--- src/rtl/virgule_sequencer.sv ---
// Virgule multi-cycle sequencer: fetch/decode/execute/memory/writeback control,
// memory-bus handshake, datapath write enables and edge-triggered interrupt entry.
package virgule_pkg;

    typedef struct packed {
        logic is_load;
        logic is_store;
        logic is_mret;
        logic has_rd;
    } instruction_t;

endpackage

module virgule_sequencer
    import virgule_pkg::*;
(
    input  logic         clk,
    input  logic         reset,
    input  instruction_t instr,
    input  logic         bus_ready,
    input  logic         irq,
    output logic         bus_valid,
    output logic         bus_write,
    output logic         is_fetch,
    output logic         is_decode,
    output logic         is_execute,
    output logic         is_load,
    output logic         is_store,
    output logic         is_writeback,
    output logic         instr_we,
    output logic         pc_we,
    output logic         rd_we,
    output logic         irq_taken,
    output logic         in_handler
);

    typedef enum logic [2:0] {
        ST_FETCH,
        ST_DECODE,
        ST_EXECUTE,
        ST_LOAD,
        ST_STORE,
        ST_WRITEBACK
    } state_t;

    state_t r_state;
    logic   r_irq_q;
    logic   r_irq_pending;
    logic   r_in_handler;

    logic   w_fetch;
    logic   w_decode;
    logic   w_execute;
    logic   w_load;
    logic   w_store;
    logic   w_writeback;
    logic   w_irq_edge;
    logic   w_irq_take;
    logic   w_mret_retire;

    assign w_fetch     = (r_state == ST_FETCH);
    assign w_decode    = (r_state == ST_DECODE);
    assign w_execute   = (r_state == ST_EXECUTE);
    assign w_load      = (r_state == ST_LOAD);
    assign w_store     = (r_state == ST_STORE);
    assign w_writeback = (r_state == ST_WRITEBACK);

    // Take decision uses only registered interrupt state, so irq never reaches an output.
    assign w_irq_edge     = irq & ~r_irq_q;
    assign w_irq_take     = w_writeback & r_irq_pending & ~r_in_handler;
    assign w_mret_retire  = w_writeback & instr.is_mret;

    always_ff @(posedge clk or posedge reset) begin
        if (reset) begin
            r_state       <= ST_FETCH;
            r_irq_q       <= 1'b0;
            r_irq_pending <= 1'b0;
            r_in_handler  <= 1'b0;
        end else begin
            unique case (r_state)
                ST_FETCH:     if (bus_ready) r_state <= ST_DECODE;
                ST_DECODE:    r_state <= ST_EXECUTE;
                ST_EXECUTE: begin
                    if (instr.is_load)       r_state <= ST_LOAD;
                    else if (instr.is_store) r_state <= ST_STORE;
                    else                     r_state <= ST_WRITEBACK;
                end
                ST_LOAD:      if (bus_ready) r_state <= ST_WRITEBACK;
                ST_STORE:     if (bus_ready) r_state <= ST_WRITEBACK;
                ST_WRITEBACK: r_state <= ST_FETCH;
                default:      r_state <= ST_FETCH;
            endcase

            r_irq_q <= irq;

            // A fresh edge wins over the clear caused by taking the previous one.
            if (w_irq_edge)      r_irq_pending <= 1'b1;
            else if (w_irq_take) r_irq_pending <= 1'b0;

            if (w_irq_take)         r_in_handler <= 1'b1;
            else if (w_mret_retire) r_in_handler <= 1'b0;
        end
    end

    always_comb begin
        is_fetch     = w_fetch;
        is_decode    = w_decode;
        is_execute   = w_execute;
        is_load      = w_load;
        is_store     = w_store;
        is_writeback = w_writeback;

        bus_valid    = (w_fetch | w_load | w_store) & ~reset;
        bus_write    = w_store & ~reset;
        instr_we     = w_fetch & bus_ready & ~reset;
        pc_we        = w_writeback & ~reset;
        rd_we        = w_writeback & instr.has_rd & ~reset;
        irq_taken    = w_irq_take & ~reset;
        in_handler   = r_in_handler;
    end

endmodule

--- config.mk ---
export PLATFORM = sky130hd
export DESIGN_NAME = virgule_sequencer
export DESIGN_NICKNAME = d
export VERILOG_FILES = /design/src/rtl/virgule_sequencer.sv
export SDC_FILE = /design/constraint.sdc
export NUM_CORES = 1
export LEC_CHECK = 0
export ABC_CLOCK_PERIOD_IN_PS = 1800
export BUFFER_PORTS_ARGS = -buffer_cell sky130_fd_sc_hd__buf_2
export CAP_MARGIN = 20
export CORE_AREA = 2 2 39 41
export CTS_CLUSTER_DIAMETER = 150
export DETAILED_ROUTE_END_ITERATION = 10
export DIE_AREA = 0 0 41 43
export GPL_ROUTABILITY_DRIVEN = 0
export HOLD_SLACK_MARGIN = 0.02
export PLACE_DENSITY_LB_ADDON = 0.15
export SETUP_SLACK_MARGIN = 0.2
export SYNTH_ARGS = -nofsm -noshare
export SYNTH_HDL_FRONTEND = slang
export SYNTH_SLANG_ARGS = --single-unit
--- constraint.sdc ---
create_clock -name clk -period 1.8 [get_ports clk]
set_clock_uncertainty 0.1 [all_clocks]
set_input_delay 0.45 -clock clk [delete_from_list [all_inputs] [get_ports clk]]
set_output_delay 0.45 -clock clk [all_outputs]
set_load 0.01 [all_outputs]
Word level (Yosys, flattened, before mapping)
Index checks and enable logic that the tools add are counted.
W data, S select, Z words.
- register bits: 6
- output and inout port bits: 13
- eq/ne operators: 7
- multiplexer cells: 9
- bitwise logic cells: 17
- reduce and logical (&&, ||, !) cells: 5
- operators by type and width (cell ; count):
    $and A1 B1 Y1 ; 12
    $pmux W3 S4 ; 1
    $mux W3 ; 3
    $eq A3 B2 Y1 const B ; 2
    $eq A3 B3 Y1 const B ; 2
    $mux W1 ; 5
    $reduce_bool A2 Y1 ; 2
    $eq A3 B1 Y1 const B ; 1
    $logic_not A3 Y1 ; 1
    $not A1 Y1 ; 3
    $ne A2 B1 Y1 const B ; 1
    $ne A2 B2 Y1 const B ; 1
    $or A1 B1 Y1 ; 2
    $reduce_and A2 Y1 ; 1
    $reduce_or A2 Y1 ; 1

Depth between registers and ports, before layout
Gate-level depths: netlist (run 1).
- word-level depth: 5
- gate-level depth with buffers: 3
- mapped depth without buffers: 2

Worst setup path before layout (run 1)
OpenSTA, ideal clock, no wires.
- kind: register -> output
- from: reg r_state[1]
- to: out irq_taken
- arrival time: 1.057 ns
- required time: 1.250 ns
- setup slack: 0.193 ns
- stages on the path, launching flop included: 3
- buffers on the path: 0
- cells stage by stage: dfrtp_1 -> nand3b_2 -> nor4b_1
- word-level cells in the longest chain between the ends: 4
- ends and longest elaborated chain (element ; line ; source):
    start: declaration ; 46 ; state_t r_state;
    start signal: assignment ; 75 ; r_state <= ST_FETCH;
    start signal: assignment ; 81 ; ST_FETCH: if (bus_ready) r_state <= ST_DECODE;
    start signal: assignment ; 82 ; ST_DECODE: r_state <= ST_EXECUTE;
    $eq A3 B3 Y1 ; 66 ; assign w_writeback = (r_state == ST_WRITEBACK);
    $and A1 B1 Y1 (2 in a row) ; 70 ; assign w_irq_take = w_writeback & r_irq_pending & ~r_in_handler;
    $and A1 B1 Y1 ; 118 ; irq_taken = w_irq_take & ~reset;
    end: declaration ; 33 ; output logic irq_taken,
Every way passes these cells.

Final worst setup path (run 1)
- from: reg r_state[1]
- to: out bus_valid
- word-level cells in the longest chain between the ends: 4
- elaborated cells on any way between the ends: 6
- those cells by class: eq/ne: 2; bitwise: 3; reduce/logical: 1
- ends and longest elaborated chain (element ; line ; source):
    $eq A3 B2 Y1 or $logic_not A3 Y1 (tied branches) ; 64, 61 ;
    $or A1 B1 Y1 ; 113 ; bus_valid = (w_fetch | w_load | w_store) & ~reset;
    $or A1 B1 Y1 (*) ; 113 ;
    $and A1 B1 Y1 (*) ; 113 ;
    end: declaration ; 22 ; output logic bus_valid,
Every way passes the cells marked *; elsewhere a longest branch is shown, timed or not.

==> results.txt, run 1 <==
final hold violations = 0
Worst Path Required = 1.25 ns
WP buf/inv = 2
crit path DAT = 1.28 ns
total wire length = 1180 µm
Die X = 41 µm
Routed Antenna Nets = 0
worst hold path type = in -> async
Setup crit start kind = register
failing checks = setup timing
Mapped Cells = 42
global-route wire length before repair = 1650 µm
H-tree Lvls = 1
total grt overflow = 0
largest net degree at the start of global routing = 10
DRC viols = 0
RSZ-0062 raised after global routing = yes
Synth Area per Inst = 9.77 µm²
Post-Route Utilization = 52.0%
Reg clk slew, reported paths = 0.05 ns
CTS root buf = clkbuf_4
Inserted Clock Buffers = 3
LEAKAGE = 0.000386 µW
WS Path Type = reg -> out
initial antenna violation count = 0
critical path cell sequence = buf_6 -> and3b_1 -> o21a_1 -> buf_2
# IOs = 21
CORE AREA = 1380 µm²
WL met1 = 501 µm
status = finished with violations
yosys warns = 0
met2 wire length = 598 µm
largest stage delay on the critical path = 0.43 ns
register area = 154 µm²
CTS Hold Bufs = 0
commonest cells after routing, fill and taps aside = 18 x buf_2, 9 x buf_4, 7 x buf_6
met3 wire length = 77 µm
VDD IR-drop max = 827 µV
fin crit share = 101%
reg2reg path depth = 3
Clock Tree Buf Depth = 2
Least-Margin Pin Slew = 0.213 ns
RR Endpoint = r_irq_pending
via count = 442
Placed Area = 541 µm²
clock latency on the worst-skew pair = 0.25 ns
Max Fclk = 0.548 GHz
Synth Net Count = 50
CTS tree = built
Tmin final = 1.83 ns
slowest CP cell = dfrtp_2
Fillers = 130
max_cap viols = 0
port bufs = 20
post-detail-place hpwl = 756 µm
Final TNS setup = -0.0415 ns
highest routed metal layer = met3
most common cell after layout, fill and taps aside = buf_2
first drt pass iteration count = 3
post-synthesis cell type count = 26
area delta synth->final = 75.3%
Critical R2R Launch = r_state[1]
Post-Syn Area = 410 µm²
Routed WL per cell = 12.8 µm
initial core utilization = 29.7%
post-synthesis sequential area ratio = 36.6%
Critical Path Sink Type = primary output
final setup vio count = 2
Die H = 43 µm
nets = 86
Power Total = 1050 µW
Die Footprint = 1760 µm²
GRT Resource Usage Total = 14.3%
PD cells = 1460 nW/µm²
fin. max-slew vios = 0
final instance area = 719 µm²
layout cells sized above 1 = 68.4%
relative slew slack = 85.8%
vias in the first global route = 406
Vias/cell = 4.80
Initial DRC Count = 5
Ant. Diodes = 0
Rows = 14
CP max FO = 5
area of the multi-input gates = 272 µm²
Seq cells post-synth = 6
clk sinks = 6
worst setup margin = -0.0250 ns
CP delay by family, top = flip-flops
Reg2Reg Setup Slack = 0.50 ns
## sequential cells by signal, summed over array words and instances (netlist names)
name	cells
r_state	3
in_handler	1
r_irq_pending	1
r_irq_q	1
## worst max-delay path by stage
| stage | start | end | cells past startpoint |
|---|---|---|---|
| final | r_state[1] | bus_valid | 4 |
| after global routing | r_state[2] | instr_we | 3 |
| after CTS | r_state[1] | bus_valid | 4 |
| after detailed placement | r_state[2] | irq_taken | 3 |
| after global placement | r_state[2] | irq_taken | 3 |
| after floorplan | r_state[0] | instr_we | 3 |
## power by group
group	internal, µW	total [µW]	leakage (µW)	switching (µW)
clock	75.5	125	0.0000138	49.3
combinational	386	652	0.000307	266
sequential	184	271	0.0000654	86.8
total	646	1050	0.000386	402
## synthesized netlist by cell type
cell type / instances / area (µm²)
o22a_1: 1 / 8.76
nand2_1: 1 / 3.75
buf_6: 1 / 11.3
nor4b_1: 1 / 8.76
or2_4: 1 / 8.76
nor4_2: 1 / 12.5
and4b_1: 1 / 10.0
inv_1: 4 / 15.0
a221o_1: 1 / 10.0
a21oi_2: 1 / 8.76
nand3b_2: 1 / 11.3
nor2b_1: 1 / 6.26
o22ai_1: 1 / 6.26
nand3b_1: 1 / 7.51
and2_1: 1 / 6.26
and3b_1: 1 / 8.76
a21bo_1: 1 / 10.0
a31o_1: 1 / 8.76
nor3b_1: 3 / 22.5
nor3b_2: 1 / 12.5
nor2_1: 4 / 15.0
and3_1: 1 / 6.26
dfrtp_1: 6 / 150
nand2b_1: 3 / 18.8
o21a_1: 1 / 7.51
buf_4: 2 / 15.0
## repair_timing
action	in CTS	in global routing
pin swaps	3	3
gates resized for setup	11	10
buffers inserted	6	4
endpoints found under the setup margin	12	12
## layer usage
metal  up-vias  global-route usage (%)
met5         -                       0
met1       207                    15.1
met4         0                    6.00
met3         0                    6.28
met2        17                    23.4
li1        218                       -
## cell type report
cell class,count,share of cell area [%]
flip-flops and latches,6,21.4
multi-input cells,29,37.7
inverters,4,2.09
well taps,16,2.78
repair buffers,34,32.9
clock buffers,3,3.13
## worst reg2reg max path: cells and delay by family (launching register included)
kind	cells	cell delay, ns
simple gates	1	0.20
compound gates	1	0.29
buf+inv	1	0.15
flops	1	0.43
## cell families (layout without fill, tap and decap cells)
kind of cell           count (synthesis)  in the layout  synth area share (%)
AND/OR/NAND/NOR                       22             22                  38.7
AO/OA/AOI/OAI                          7              7                  14.6
buffers and inverters                  7             41                  10.1
flip-flops                             6              6                  36.6
## per-stage QoR
| step | setup WS (ns) | hold WS, ns | std cells |
|---|---|---|---|
| floorplan | 0.251 | 0.155 | 42 |
| global placement | 0.152 | 0.275 | 79 |
| detailed placement | 0.109 | 0.279 | 79 |
| CTS | -0.0336 | 0.0218 | 88 |
| global route | -0.0735 | 0.0303 | 92 |
| finish | -0.0250 | 0.0387 | 92 |
Note: power is estimated with default switching activity, not from simulation.
==> run 2: changes to the inputs <==
--- a/config.mk
+++ b/config.mk
@@ -14,7 +14,6 @@
 export DIE_AREA = 0 0 41 43
 export GPL_ROUTABILITY_DRIVEN = 0
 export HOLD_SLACK_MARGIN = 0.02
-export PLACE_DENSITY_LB_ADDON = 0.15
 export SETUP_SLACK_MARGIN = 0.2
 export SYNTH_ARGS = -nofsm -noshare
 export SYNTH_HDL_FRONTEND = slang
==> run 2 against run 1 <==
Compared with the run above: the run now ends clean; design area decreased by 11%; non-clock buffer count fell by 5; wire length is 9.2% lower; clock power grew 4%; highest routed layer is now met4; power decreased by 14%; critical path type unchanged; sequential share of layout area is 2.7 points higher; utilization fell by 5.9 points; setup slack better by 0.029 ns.
==> results.txt, run 2 (synthesis gave the netlist of run 1 again) <==
crit path DAT = 1.25 ns (was 1.28 ns)
vias in the first global route = 388 (was 406)
worst setup margin = 0.00377 ns (was -0.0250 ns)
initial antenna violation count = 0 (unchanged)
PD cells = 1410 nW/µm² (was 1460 nW/µm²)
Reg2Reg Setup Slack = 0.53 ns (was 0.50 ns)
via count = 419 (was 442)
CTS root buf = clkbuf_4 (unchanged)
Vias/cell = 4.82 (was 4.80)
largest net degree at the start of global routing = 9 (was 10)
Max Fclk = 0.557 GHz (was 0.548 GHz)
area delta synth->final = 55.5% (was 75.3%)
GRT Resource Usage Total = 15.1% (was 14.3%)
first drt pass iteration count = 2 (was 3)
initial core utilization = 29.7% (unchanged)
final hold violations = 0 (unchanged)
reg2reg path depth = 3 (unchanged)
Die X = 41 µm (unchanged)
DRC viols = 0 (unchanged)
relative slew slack = 86.4% (was 85.8%)
Placed Area = 533 µm² (was 541 µm²)
CORE AREA = 1380 µm² (unchanged)
pre-CTS WS = 0.136 ns (was 0.109 ns)
final setup vio count = 0 (was 2)
RSZ-0062 raised after global routing = yes (unchanged)
WS Path Type = reg -> out (unchanged)
CTS tree = built (unchanged)
# IOs = 21 (unchanged)
clk sinks = 6 (unchanged)
max_cap viols = 0 (unchanged)
layout cells sized above 1 = 59.2% (was 68.4%)
Fillers = 139 (was 130)
worst hold path type = in -> async (unchanged)
port bufs = 20 (unchanged)
Reg clk slew, reported paths = 0.05 ns (about the same)
total grt overflow = 0 (unchanged)
Worst Path Required = 1.25 ns (about the same)
Reg with most FFs = r_state (unchanged)
CP max FO = 6 (was 5)
Setup crit start kind = register (unchanged)
Least-Margin Pin Slew = 0.203 ns (was 0.213 ns)
Critical Path Sink Type = primary output (unchanged)
global-route wire length before repair = 1730 µm (was 1650 µm)
Routed WL per cell = 12.3 µm (was 12.8 µm)
Final TNS setup = 0 ns (was -0.0415 ns)
Initial DRC Count = 3 (was 5)
H-tree Lvls = 1 (unchanged)
RR Endpoint = r_irq_pending (unchanged)
LEAKAGE = 0.000344 µW (was 0.000386 µW)
Rows = 14 (unchanged)
nets = 81 (was 86)
Post-Route Utilization = 46.1% (was 52.0%)
Critical R2R Launch = r_state[1] (unchanged)
clock latency on the worst-skew pair = 0.25 ns (about the same)
VDD IR-drop max = 644 µV (was 827 µV)
Die H = 43 µm (unchanged)
cell total after placement = 78 (was 79)
max FFs per register = 3 (unchanged)
most common cell after layout, fill and taps aside = buf_2 (unchanged)
Die Footprint = 1760 µm² (unchanged)
Non-Filler Instances = 87 (was 92)
fin crit share = 99.8% (was 101%)
final instance area = 638 µm² (was 719 µm²)
Tmin final = 1.80 ns (was 1.83 ns)
Inserted Clock Buffers = 3 (unchanged)
status = finished clean (was finished with violations)
total wire length = 1070 µm (was 1180 µm)
commonest cells after routing, fill and taps aside = 20 x buf_2, 5 x buf_4, 4 x nor2_1 (was 18 x buf_2, 9 x buf_4, 7 x buf_6)
fin. max-slew vios = 0 (unchanged)
Routed Antenna Nets = 0 (unchanged)
Clock Tree Buf Depth = 2 (unchanged)
post-detail-place hpwl = 732 µm (was 756 µm)
Ant. Diodes = 0 (unchanged)
-- run 2: cell count changes in the layout (fill, tap and decap cells not counted), moves of 2 or more --
cell    before  now
buf_4        9    5
nor2_1       2    4
buf_6        7    3
nor2_2       2    0
buf_2       18   20
-- run 2: area by class of cell --
type	count	area, µm²	area share [%]
clock buffer	3	22.5	3.53
multi-input combinational	29	245	38.4
tap	16	20.0	3.14
inverter	4	15.0	2.35
timing repair buffer	29	181	28.4
sequential	6	154	24.1
-- run 2: critical path, cell delays in order, from the launching register on --
cell and delay (ns):
dfrtp_2 0.44, nand3b_4 0.19, nor4b_2 0.20, buf_2 0.16
-- run 2: routing by layer --
layer,GRT usage [%],routed length (µm)
met1,17.6,447
met4,10.0,26
met2,22.5,532
met5,0,0
met3,4.71,62
-- run 2: how the worst max path moves through the flow --
stage | startpoint | endpoint | slack [ns] | cells after the start
finish | r_state[1] | irq_taken | 0.004 | 3
global route | r_state[0] | instr_we | -0.06 | 3
CTS | r_state[1] | instr_we | -0.009 | 3
detailed placement | r_state[2] | irq_taken | 0.14 | 3
global placement | r_state[2] | irq_taken | 0.15 | 3
floorplan | r_state[0] | instr_we | 0.25 | 3
-- run 2: metrics by stage --
stage	hold WS [ns]	total power, µW
after floorplan	0.155	558
after global placement	0.273	669
after detailed placement	0.273	676
after CTS	0.167	886
after global routing	0.198	979
final	0.178	903
-- run 2: power breakdown --
part / switching (µW) / leakage, µW / internal [µW] / total, µW
combinational: 231 / 0.000264 / 284 / 515
clock: 54.5 / 0.0000138 / 75.8 / 130
sequential: 73.3 / 0.0000654 / 185 / 258
-- run 2: timing repair --
item | CTS | global route
pin swaps | 1 | 0
endpoints found under the hold margin | 1 | 0
endpoints found under the setup margin | 12 | 12
gates resized for setup | 7 | 4
buffers inserted | 5 | 0
hold buffers | 1 | 0
==> run 3: changes to the inputs <==
--- a/config.mk
+++ b/config.mk
@@ -14,6 +14,7 @@
 export DIE_AREA = 0 0 41 43
 export GPL_ROUTABILITY_DRIVEN = 0
 export HOLD_SLACK_MARGIN = 0.02
+export PLACE_DENSITY_LB_ADDON = 0.05
 export SETUP_SLACK_MARGIN = 0.2
 export SYNTH_ARGS = -nofsm -noshare
 export SYNTH_HDL_FRONTEND = slang
==> run 3 against run 2 <==
Compared with the run above: the run now ends with setup timing left; hold slack gained 0.00051 ns; global-route usage shrank 1.3 points; power is 8.7% higher; clock power decreased by 8%; sequential power grew 5%; utilization grew 3.0 points; sequential share of layout area down 1.5 points; setup slack worse by 0.031 ns; flip-flop and latch count unchanged; via count shrank 1.4%; largest power group unchanged; critical path depth is the same.
==> results.txt, run 3 (synthesis gave the netlist of run 1 again) <==
status = finished with violations (was finished clean)
failing checks = setup timing
first drt pass iteration count = 2 (unchanged)
PD cells = 1450 nW/µm² (was 1410 nW/µm²)
RSZ-0062 raised after global routing = yes (unchanged)
relative slew slack = 86.6% (was 86.4%)
fin. max-slew vios = 0 (unchanged)
cell total after placement = 79 (was 78)
final hold violations = 0 (unchanged)
initial core utilization = 29.7% (unchanged)
reg2reg path depth = 3 (unchanged)
Inserted Clock Buffers = 3 (unchanged)
final setup vio count = 3 (was 0)
vias in the first global route = 382 (was 388)
port bufs = 20 (unchanged)
via count = 413 (was 419)
Ant. Diodes = 0 (unchanged)
NetSw = 373 µW (was 359 µW)
Flop pwr share = 27.6% (was 28.6%)
slowest CP cell = dfrtp_2 (unchanged)
CTS Hold Bufs = 0 (was 1)
Setup crit start kind = register (unchanged)
nets = 83 (was 81)
CP max FO = 7 (was 6)
# IOs = 21 (unchanged)
Fillers = 140 (was 139)
Rows = 14 (unchanged)
fin crit share = 101% (was 99.8%)
CTS root buf = clkbuf_4 (unchanged)
Routed Antenna Nets = 0 (unchanged)
area delta synth->final = 65.5% (was 55.5%)
worst setup margin = -0.0269 ns (was 0.00377 ns)
clock latency on the worst-skew pair = 0.24 ns (was 0.25 ns)
Internal = 609 µW (was 544 µW)
H-tree Lvls = 1 (unchanged)
LEAKAGE = 0.000367 µW (was 0.000344 µW)
Tmin final = 1.83 ns (was 1.80 ns)
total wire length = 1010 µm (was 1070 µm)
initial antenna violation count = 0 (unchanged)
WS Path Type = reg -> out (unchanged)
max FFs per register = 3 (unchanged)
CORE AREA = 1380 µm² (unchanged)
global-route wire length before repair = 1590 µm (was 1730 µm)
Die H = 43 µm (unchanged)
Non-Filler Instances = 89 (was 87)
most common cell after layout, fill and taps aside = buf_2 (unchanged)
VDD IR-drop max = 664 µV (was 644 µV)
critical path cell sequence = or2_4 -> nor4_2 -> buf_2 (was nand3b_4 -> nor4b_2 -> buf_2)
CP delay by family, top = flip-flops (unchanged)
commonest cells after routing, fill and taps aside = 19 x buf_2, 7 x buf_4, 5 x buf_6 (was 20 x buf_2, 5 x buf_4, 4 x nor2_1)
DRC viols = 0 (unchanged)
max_cap viols = 0 (unchanged)
Critical Path Sink Type = primary output (unchanged)
switching part of the total = 38.0% (was 39.7%)
Clock Tree Buf Depth = 2 (unchanged)
worst hold path type = in -> async (unchanged)
Worst Path Required = 1.25 ns (about the same)
WP buf/inv = 1 (unchanged)
pre-CTS WS = 0.110 ns (was 0.136 ns)
clk sinks = 6 (unchanged)
GRT Resource Usage Total = 13.8% (was 15.1%)
CTS tree = built (unchanged)
Die X = 41 µm (unchanged)
Final Hold Slack = 0.178 ns (about the same)
post-detail-place hpwl = 736 µm (was 732 µm)
Routed WL per cell = 11.3 µm (was 12.3 µm)
Max Fclk = 0.547 GHz (was 0.557 GHz)
largest net degree at the start of global routing = 11 (was 9)
Clock power frac = 12.1% (was 14.4%)
Critical R2R Launch = r_state[1] (unchanged)
Initial DRC Count = 1 (was 3)
RR Endpoint = r_irq_pending (unchanged)
Reg with most FFs = r_state (unchanged)
Reg clk slew, reported paths = 0.04 ns (was 0.05 ns)
largest stage delay on the critical path = 0.47 ns (was 0.44 ns)
Reg2Reg Setup Slack = 0.49 ns (was 0.53 ns)
combinational share of power = 60.3% (was 57.0%)
WP depth = 3 (unchanged)
Least-Margin Pin Slew = 0.200 ns (was 0.203 ns)
crit path DAT = 1.28 ns (was 1.25 ns)
Post-Route Utilization = 49.1% (was 46.1%)
Die Footprint = 1760 µm² (unchanged)
layout cells sized above 1 = 64.4% (was 59.2%)
total grt overflow = 0 (unchanged)
Vias/cell = 4.64 (was 4.82)
-- run 3: per-layer routing --
| metal | routed length [µm] | track usage, % | vias up | part of all wire [%] |
|---|---|---|---|---|
| met5 | 0 | 0 | - | 0 |
| met4 | 14 | 12.0 | 0 | 1.4 |
| met3 | 64 | 1.57 | 2 | 6.3 |
| met2 | 516 | 19.1 | 17 | 51 |
| met1 | 416 | 18.0 | 187 | 41 |
| li1 | - | - | 207 | - |
-- run 3: worst min-delay path: stages --
cell and delay [ns]:
buf_2 0.15, inv_1 0.09, buf_4 0.15
-- run 3: how the worst max path moves through the flow --
stage                            to  startpoint
after floorplan            instr_we  r_state[0]
after global placement    irq_taken  r_state[2]
after detailed placement  irq_taken  r_state[2]
after CTS                 bus_valid  r_state[1]
after global routing       instr_we  r_state[0]
final                      instr_we  r_state[0]
-- run 3: repair_timing --
| item | 4_1_cts | 5_1_grt |
|---|---|---|
| resized for setup | 11 | 6 |
| pin swaps | 2 | 3 |
| setup endpoints to repair | 12 | 12 |
| buffers inserted | 6 | 1 |
| cloned | 0 | 0 |
-- run 3: power by group through the flow --
stage                     logic (µW)  clock network [µW]  registers (µW)
after floorplan                  340                   0             218
after global placement           438                   0             260
after detailed placement         432                   0             259
after CTS                        554                 126             271
after global routing             649                 141             282
final                            592                 119             271
-- run 3: layout make-up --
| cell class | instances | area [µm²] | share of cell area [%] |
|---|---|---|---|
| multi-input cells | 29 | 264 | 38.9 |
| inverters | 4 | 15.0 | 2.21 |
| repair buffers | 31 | 204 | 30.0 |
| clock buffers | 3 | 22.5 | 3.31 |
| flip-flops and latches | 6 | 154 | 22.7 |
| well taps | 16 | 20.0 | 2.95 |
-- run 3: per-stage QoR --
step	total power, µW	TNS [ns]	area, µm²
floorplan	558	0	417
CTS	951	-0.0946	652
finish	982	-0.0516	679
global placement	698	0	541
global route	1070	-0.395	679
detailed placement	691	0	541
